### config.mk
export PLATFORM = sky130hd
export DESIGN_NAME = lcm_issue_ctrl
export DESIGN_NICKNAME = d
export VERILOG_FILES = /design/src/rtl/lcm_issue_ctrl.sv
export SDC_FILE = /design/constraint.sdc
export NUM_CORES = 1
export LEC_CHECK = 0
export ABC_AREA = 1
export ABC_CLOCK_PERIOD_IN_PS = 2900
export CORE_ASPECT_RATIO = 0.6
export CORE_MARGIN = 2
export CORE_UTILIZATION = 55
export DETAILED_ROUTE_END_ITERATION = 16
export PLACE_DENSITY = 0.74
export SLEW_MARGIN = 20
export SYNTH_ARGS = -nofsm -noshare
export SYNTH_HDL_FRONTEND = slang
export SYNTH_SLANG_ARGS = --single-unit
### constraint.sdc
create_clock -name clk -period 2.9 [get_ports clk]
set_input_delay 0.29 -clock clk [delete_from_list [all_inputs] [get_ports clk]]
set_output_delay 0.29 -clock clk [all_outputs]
set_load 0.02 [all_outputs]
### src/rtl/lcm_issue_ctrl.sv
// Issue controller for the GCD/LCM core: buffers operand pairs, drops zero pairs,
// issues one pair at a time and waits for completion, with a timeout if the core hangs.
module lcm_issue_ctrl #(
  parameter int DATA_W      = 8,
  parameter int FIFO_DEPTH  = 4,
  parameter int TIMEOUT_CYC = 512
) (
  input  logic                          clk,
  input  logic                          rst_n,
  input  logic                          s_valid,
  output logic                          s_ready,
  input  logic [DATA_W-1:0]             s_a,
  input  logic [DATA_W-1:0]             s_b,
  output logic                          core_vld_in,
  output logic [DATA_W-1:0]             core_a,
  output logic [DATA_W-1:0]             core_b,
  input  logic                          core_vld_out,
  output logic                          busy,
  output logic [$clog2(FIFO_DEPTH):0]   fifo_level,
  output logic                          err_zero,
  output logic                          err_timeout
);
  localparam int AW = $clog2(FIFO_DEPTH);
  localparam int CW = $clog2(TIMEOUT_CYC);
  localparam logic [CW-1:0] TO_LAST = CW'(TIMEOUT_CYC - 1);

  typedef enum logic [1:0] {IDLE, WAIT, DRAIN} state_t;

  state_t              state_reg, state_next;
  logic [2*DATA_W-1:0] mem [FIFO_DEPTH];
  logic [AW:0]         wr_ptr_reg, rd_ptr_reg;
  logic [CW-1:0]       to_cnt_reg, to_cnt_next;
  logic                full, empty, accept, zero_pair, push, pop, timeout_hit;

  // Extra pointer MSB distinguishes full from empty when the index bits match.
  assign full       = (wr_ptr_reg[AW] != rd_ptr_reg[AW]) &&
                      (wr_ptr_reg[AW-1:0] == rd_ptr_reg[AW-1:0]);
  assign empty      = (wr_ptr_reg == rd_ptr_reg);
  assign fifo_level = wr_ptr_reg - rd_ptr_reg;
  assign s_ready    = !full;
  assign accept     = s_valid && s_ready;
  assign zero_pair  = (s_a == '0) || (s_b == '0);
  assign push       = accept && !zero_pair;
  assign busy       = (state_reg == WAIT) || (state_reg == DRAIN);

  always_ff @(posedge clk) begin
    if (!rst_n) state_reg <= IDLE;
    else        state_reg <= state_next;
  end

  always_comb begin
    state_next  = state_reg;
    to_cnt_next = to_cnt_reg;
    pop         = 1'b0;
    timeout_hit = 1'b0;
    unique case (state_reg)
      IDLE: begin
        if (!empty) begin
          pop         = 1'b1;
          to_cnt_next = '0;
          state_next  = WAIT;
        end
      end
      WAIT: begin
        if (core_vld_out) begin
          state_next = DRAIN;
        end else if (to_cnt_reg == TO_LAST) begin
          timeout_hit = 1'b1;
          state_next  = IDLE;
        end else begin
          to_cnt_next = to_cnt_reg + CW'(1);
        end
      end
      // The core holds vld_out for two cycles; wait for it to drop before reissuing.
      DRAIN: begin
        if (!core_vld_out) state_next = IDLE;
      end
      default: state_next = IDLE;
    endcase
  end

  always_ff @(posedge clk) begin
    if (!rst_n) begin
      wr_ptr_reg  <= '0;
      rd_ptr_reg  <= '0;
      to_cnt_reg  <= '0;
      core_vld_in <= 1'b0;
      core_a      <= '0;
      core_b      <= '0;
      err_zero    <= 1'b0;
      err_timeout <= 1'b0;
    end else begin
      core_vld_in <= pop;
      err_zero    <= accept && zero_pair;
      err_timeout <= timeout_hit;
      to_cnt_reg  <= to_cnt_next;
      if (push) wr_ptr_reg <= wr_ptr_reg + 1'b1;
      if (pop) begin
        rd_ptr_reg <= rd_ptr_reg + 1'b1;
        {core_a, core_b} <= mem[rd_ptr_reg[AW-1:0]];
      end
    end
  end

  always_ff @(posedge clk) begin
    if (push) mem[wr_ptr_reg[AW-1:0]] <= {s_a, s_b};
  end
endmodule

==> results of run 1 <==
[stage by stage]
| stage | setup slack, ns | area (um^2) | cells | hold slack, ns |
|---|---|---|---|---|
| after floorplan | 0.340 | 4260 | 429 | 0.367 |
| after global placement | 0.696 | 4780 | 567 | 0.463 |
| after detailed placement | 0.622 | 4780 | 567 | 0.473 |
| after CTS | 0.327 | 5090 | 583 | 0.485 |
| after global routing | 0.233 | 5090 | 583 | 0.505 |
| final | 0.352 | 5090 | 583 | 0.479 |
[final cells by class]
cell class | instances | area [um^2] | share of cell area
clock buffer | 11 | 253 | 0.0496
clock inverter | 5 | 58.8 | 0.0116
inverter | 34 | 130 | 0.0256
multi-input combinational | 278 | 1390 | 0.272
sequential | 100 | 2640 | 0.519
tap | 104 | 130 | 0.0256
timing repair buffer | 51 | 490 | 0.0963
[routing by layer]
layer  vias up  share of wire  global-route usage
met5         -              0                   0
met4         0          0.017              0.0776
met3        14          0.065              0.0660
met2        95           0.44               0.337
met1      1435           0.48               0.303
li1       1536              -                   -
[worst reg2reg max path, cell delays in order (launching register included)]
cell      delay [ns]
dfxtp_1         0.40
inv_1           0.12
ha_1            0.32
nand2_1         0.08
inv_2           0.08
a21boi_4        0.23
nand2_2         0.13
nor2_1          0.14
buf_4           0.29
[cells by family (layout without fill, tap and decap cells)]
family	count (synthesis)	in the layout
and+or+nand+nor	161	161
AOI/OAI and AO/OA	102	102
DFF	100	100
buffers and inverters	51	101
adders and majority gates	13	13
xor gates and xnor gates	2	2
[cells in the mapped netlist, types with 2 or more instances]
cell type  count
inv_2          3
edfxtp_1      64
nand3_1       13
buf_4          2
ha_1          12
nand2_2        4
o21ai_0       49
a21oi_1       24
o21ai_1       27
dfxtp_1       36
inv_1         30
xor2_1         2
nand2_1       40
nand2_4        3
nor2_1        97
buf_2          6
buf_6          3
clkbuf_1       4
nor3_1         2
[worst paths after layout]
check	end
min reg2reg	core_b[1]
min	core_b[1]
max	fifo_level[2]
max reg2reg	mem[1][14]
[power by group through the flow]
stage | logic, W | clock network (W) | registers (W)
after floorplan | 0.00104 | 0 | 0.00190
after global placement | 0.00160 | 0 | 0.00179
after detailed placement | 0.00163 | 0 | 0.00180
after CTS | 0.00164 | 0.00123 | 0.00177
after global routing | 0.00181 | 0.00129 | 0.00179
final | 0.00164 | 0.00121 | 0.00177
==> impl_metrics.yaml, run 1 <==
cells_and_area:
  mostFrequentLayoutCell: "nor2_1"
  drive_gt1_frac: 0.0772
  final_net_count: 507
  mostFrequentLayoutCells: "nor2_1, edfxtp_1, o21ai_0, clkdlybuf4s50_1, nand2_1"
  fillerInstances: 582
  largest_reg_flops: 64
  area_growth_pct: 19.5
  fin_util: 0.689
  antenna_cells: 0
cts:
  htreeDepth: 3
  cts_num_sinks: 100
  ctsResizeCount: 0
  cts_hold_buf: 0
  clk_path_buf_depth: 2
  clkSlewWorstSetupHoldPaths_ns: 0.07
  numCtsBuffers: 9
  cts_root_buffer: "clkbuf_16"
  clock_latency_ns: 0.34
  post_cts.repair.setup_buffers: 0
  cts_tree: "built"
logic_synthesis:
  synth_fa_ha_area_frac: 0.0399
  syn_inst: 429
  synth_area_leader_cell: "edfxtp_1"
  synth.area.mux_share: 0
  ys_seq_elements: 100
  synth_compound_area_frac: 0.124
  yosysWarnings: 0
  postSynthAreaPerCell_um2: 9.93
  ys_seq_area_frac: 0.620
  netlist-cell-type-count: 27
  synth_nets: 462
  ys.flop_type: "edfxtp_1"
  synthSimpleGateAreaFrac: 0.158
  yosys.area_share.xor_xnor: 0.00411
  synthArstFlopShare: 0
  syn_area_um2: 4260
  synthTopCellsByArea: "edfxtp_1, dfxtp_1, nor2_1"
  synth_top_area_frac: 0.451
  synth_top_family_by_area: "simple AND/OR/NAND/NOR gates"
  synth-edff-count: 64
min_path:
  hold_path_class: "flip-flop to flip-flop"
  hold_depth: 2
  hp-start: "core_b[1]"
floorplanning:
  die_y_um: 72.2
  die_x_um: 118
  dieArea_um2: 8490
  start_util: 0.577
  io_pins: 44
  rows: 24
  core_um2: 7390
pwr:
  finalPower_w: 0.00462
  p_leak_nw: 1.90
  irDropWorstVdd_uv: 542
  netSwitchingFraction: 0.355
  p_int_w: 0.00298
  clock_power_share: 0.262
  combPwrFrac: 0.354
  power_density_nw_per_um2: 908
  pwr-share-seq: 0.384
  switchingPower_w: 0.00164
worst_setup_path:
  r2r-start: "wr_ptr_reg[0]"
  critPathMaxStageDelay_ns: 0.63
  crit_path_start_kind: "flip-flop"
  required_ns: 2.61
  cp.buffers_inverters: 2
  cp_top_family: "buffers and inverters"
  arrival_ns: 2.26
  crit_chain: "inv_1 -> ha_1 -> fa_1 -> xor2_1 -> clkdlybuf4s50_1"
  cp_max_fo: 4
  critPathCaptureType: "primary output"
  startpoint: "wr_ptr_reg[0]"
  critPathKind: "flip-flop to primary output"
  crit_slowest_cell: "clkdlybuf4s50_1"
  cp.depth: 5
  r2r_setup_slack_ns: 0.79
  r2r.worst_path.cells: 8
global_route:
  grt_max_degree: 35
  grt_overflow: 0
  grtUsageTotal: 0.219
  grt_pass1_vias: 2767
  antenna_found_initial: 0
  grt_pass1_wl_um: 14100
placement:
  dp_hpwl_um: 5970
  io_buffers: 43
  gp_congestion: 0.829
timing:
  setup_tns_ns: 0
  rsz0062_at_grt: "false"
  worstMarginPinSlew_ns: 0.565
  fin_skew_ns: 0.00825
  period_share: 0.879
  slew_headroom: 0.623
  setup_viol: 0
  fin_crit_ns: 2.55
  max_freq_mhz: 392
  drv_slew: 0
  hold_viol_final: 0
job:
  max_cap_violations: 0
outcome:
  outcome: "complete, no violations"
detailed_routing:
  routed_wl_um: 8930
  drtIter0Drc: 243
  wire_per_inst_um: 15.3
  firstDrtPassIters: 5
  avgViaCountPerCell: 5.28
  num_vias: 3080
  postRouteAntennaNets: 0
  drc_errors: 0
Note: power is estimated with default switching activity, not from simulation.
==> run 2, diff against run 1 <==
- CORE_UTILIZATION: 55 -> 50
- PLACE_DENSITY: 0.74 -> 0.68
==> impl_metrics.yaml, run 2 (same netlist as run 1, synthesis figures left out) <==
cts:
  cts_tree: "built"
  cts_root_buffer: "clkbuf_16"
  clkSlewWorstSetupHoldPaths_ns: 0.07
  numCtsBuffers: 9
  clk_path_buf_depth: 2
  htreeDepth: 3
  cts_num_sinks: 100
  post_cts.repair.setup_buffers: 0
  cts_hold_buf: 0
  clock_latency_ns: 0.34
  ctsResizeCount: 0
pwr:
  combPwrFrac: 0.360
  pwr-share-seq: 0.387
  power_density_nw_per_um2: 897
  clock_power_share: 0.252
  finalPower_w: 0.00455
  switchingPower_w: 0.00163
  p_int_w: 0.00293
  netSwitchingFraction: 0.357
  irDropWorstVdd_uv: 428
  p_leak_nw: 1.89
timing:
  drv_slew: 0
  worstMarginPinSlew_ns: 0.666
  hold_viol_final: 0
  fin_skew_ns: 0.00783
  period_share: 0.870
  setup_viol: 0
  rsz0062_at_grt: "false"
  max_freq_mhz: 396
  fin_crit_ns: 2.52
  slew_headroom: 0.556
  setup_tns_ns: 0
detailed_routing:
  avgViaCountPerCell: 5.15
  wl_met3_um: 735
  wire_per_inst_um: 15.2
  firstDrtPassIters: 5
  highest_layer: "met4"
  dr_wl_met2_um: 3870
  num_vias: 3041
  wl_met1_um: 4350
  routed_wl_um: 8970
  drtIter0Drc: 304
  postRouteAntennaNets: 0
  drc_errors: 0
floorplanning:
  io_pins: 44
  core_um2: 8390
  start_util: 0.508
  die_x_um: 123
  die_y_um: 75.5
  dieArea_um2: 9300
  rows: 26
global_route:
  antenna_found_initial: 0
  grt_pass1_wl_um: 14100
  grt_pass1_vias: 2729
  grt_max_degree: 35
  grt_overflow: 0
  grtUsageTotal: 0.205
placement:
  dp_hpwl_um: 5820
  gp_congestion: 0.860
  io_buffers: 43
worst_setup_path:
  r2r_setup_slack_ns: 0.78
  r2r-start: "wr_ptr_reg[0]"
  critPathKind: "flip-flop to primary output"
  crit_chain: "inv_1 -> ha_1 -> fa_1 -> xor2_1 -> clkdlybuf4s50_1"
  rr_endpoint: "mem[3][12]"
  crit_slowest_cell: "clkdlybuf4s50_1"
  critPathMaxStageDelay_ns: 0.62
  r2r.worst_path.cells: 8
  cp.buffers_inverters: 2
  cp_max_fo: 4
  critPathCaptureType: "primary output"
  cp_top_family: "buffers and inverters"
  crit_path_start_kind: "flip-flop"
  arrival_ns: 2.23
  required_ns: 2.61
cells_and_area:
  mostFrequentLayoutCells: "nor2_1, edfxtp_1, o21ai_0, clkdlybuf4s50_1, nand2_1"
  antenna_cells: 0
  mostFrequentLayoutCell: "nor2_1"
  fillerInstances: 721
  final_net_count: 507
  area_growth_pct: 19.1
  drive_gt1_frac: 0.0710
  largest_reg_flops: 64
min_path:
  hold_depth: 2
  hold_path_class: "flip-flop to flip-flop"
  holdPathEnd: "core_a[7]"
  hp-start: "core_a[7]"
job:
  max_cap_violations: 0
outcome:
  outcome: "complete, no violations"
## run 2: cell types whose count changed in the layout (fill, tap and decap cells not counted), sizes merged
cell      delta
clkbuf       -1
clkinvlp     -2
inv          -1
clkinv       +4
## run 2: worst reg2reg max path, stage by stage, from the launching register on
cell and delay, ns:
dfxtp_1 0.40, inv_1 0.12, ha_1 0.32, nand2_1 0.08, inv_2 0.09, a21boi_4 0.23
nand2_2 0.13, nor2_1 0.13, buf_4 0.29
## run 2: area by class of cell
cell class	count	area [um^2]	share of cell area
well taps	112	140	0.0276
clock inverters	6	55.1	0.0109
flip-flops and latches	100	2640	0.521
clock buffers	10	229	0.0451
multi-input cells	278	1390	0.273
inverters	34	130	0.0256
repair buffers	51	490	0.0967
## run 2: worst max-delay path by stage
stage,start,endpoint,slack [ns],depth (start not counted)
finish,wr_ptr_reg[0],fifo_level[2],0.38,5
global route,wr_ptr_reg[0],fifo_level[2],0.29,5
CTS,wr_ptr_reg[0],fifo_level[2],0.36,5
detailed placement,s_b[6],mem[3][11],0.61,8
global placement,s_a[3],mem[3][15],0.69,8
floorplan,rd_ptr_reg[1],mem[0][0],0.34,8
## run 2: metal layers
layer | up-vias | GRT usage
met5 | - | 0
met4 | 0 | 0.0492
met3 | 2 | 0.0726
met2 | 105 | 0.306
met1 | 1406 | 0.290
li1 | 1528 | -
## run 2: metrics by stage
| step | cells | cell area (um^2) | utilization | worst slack [ns] | hold WS [ns] |
|---|---|---|---|---|---|
| floorplan | 429 | 4260 | - | 0.340 | 0.367 |
| global placement | 575 | 4790 | 0.571 | 0.692 | 0.461 |
| detailed placement | 575 | 4790 | 0.571 | 0.608 | 0.471 |
| CTS | 591 | 5070 | 0.605 | 0.364 | 0.487 |
| global route | 591 | 5070 | 0.605 | 0.294 | 0.510 |
| finish | 591 | 5070 | 0.605 | 0.377 | 0.479 |
## run 2: power groups by stage
stage	Combinational (W)	Sequential [W]	Clock, W
2_1_floorplan	0.00104	0.00190	0
3_3_place_gp	0.00162	0.00179	0
3_5_place_dp	0.00165	0.00180	0
4_1_cts	0.00165	0.00177	0.00117
5_1_grt	0.00185	0.00178	0.00123
6_report	0.00164	0.00176	0.00115
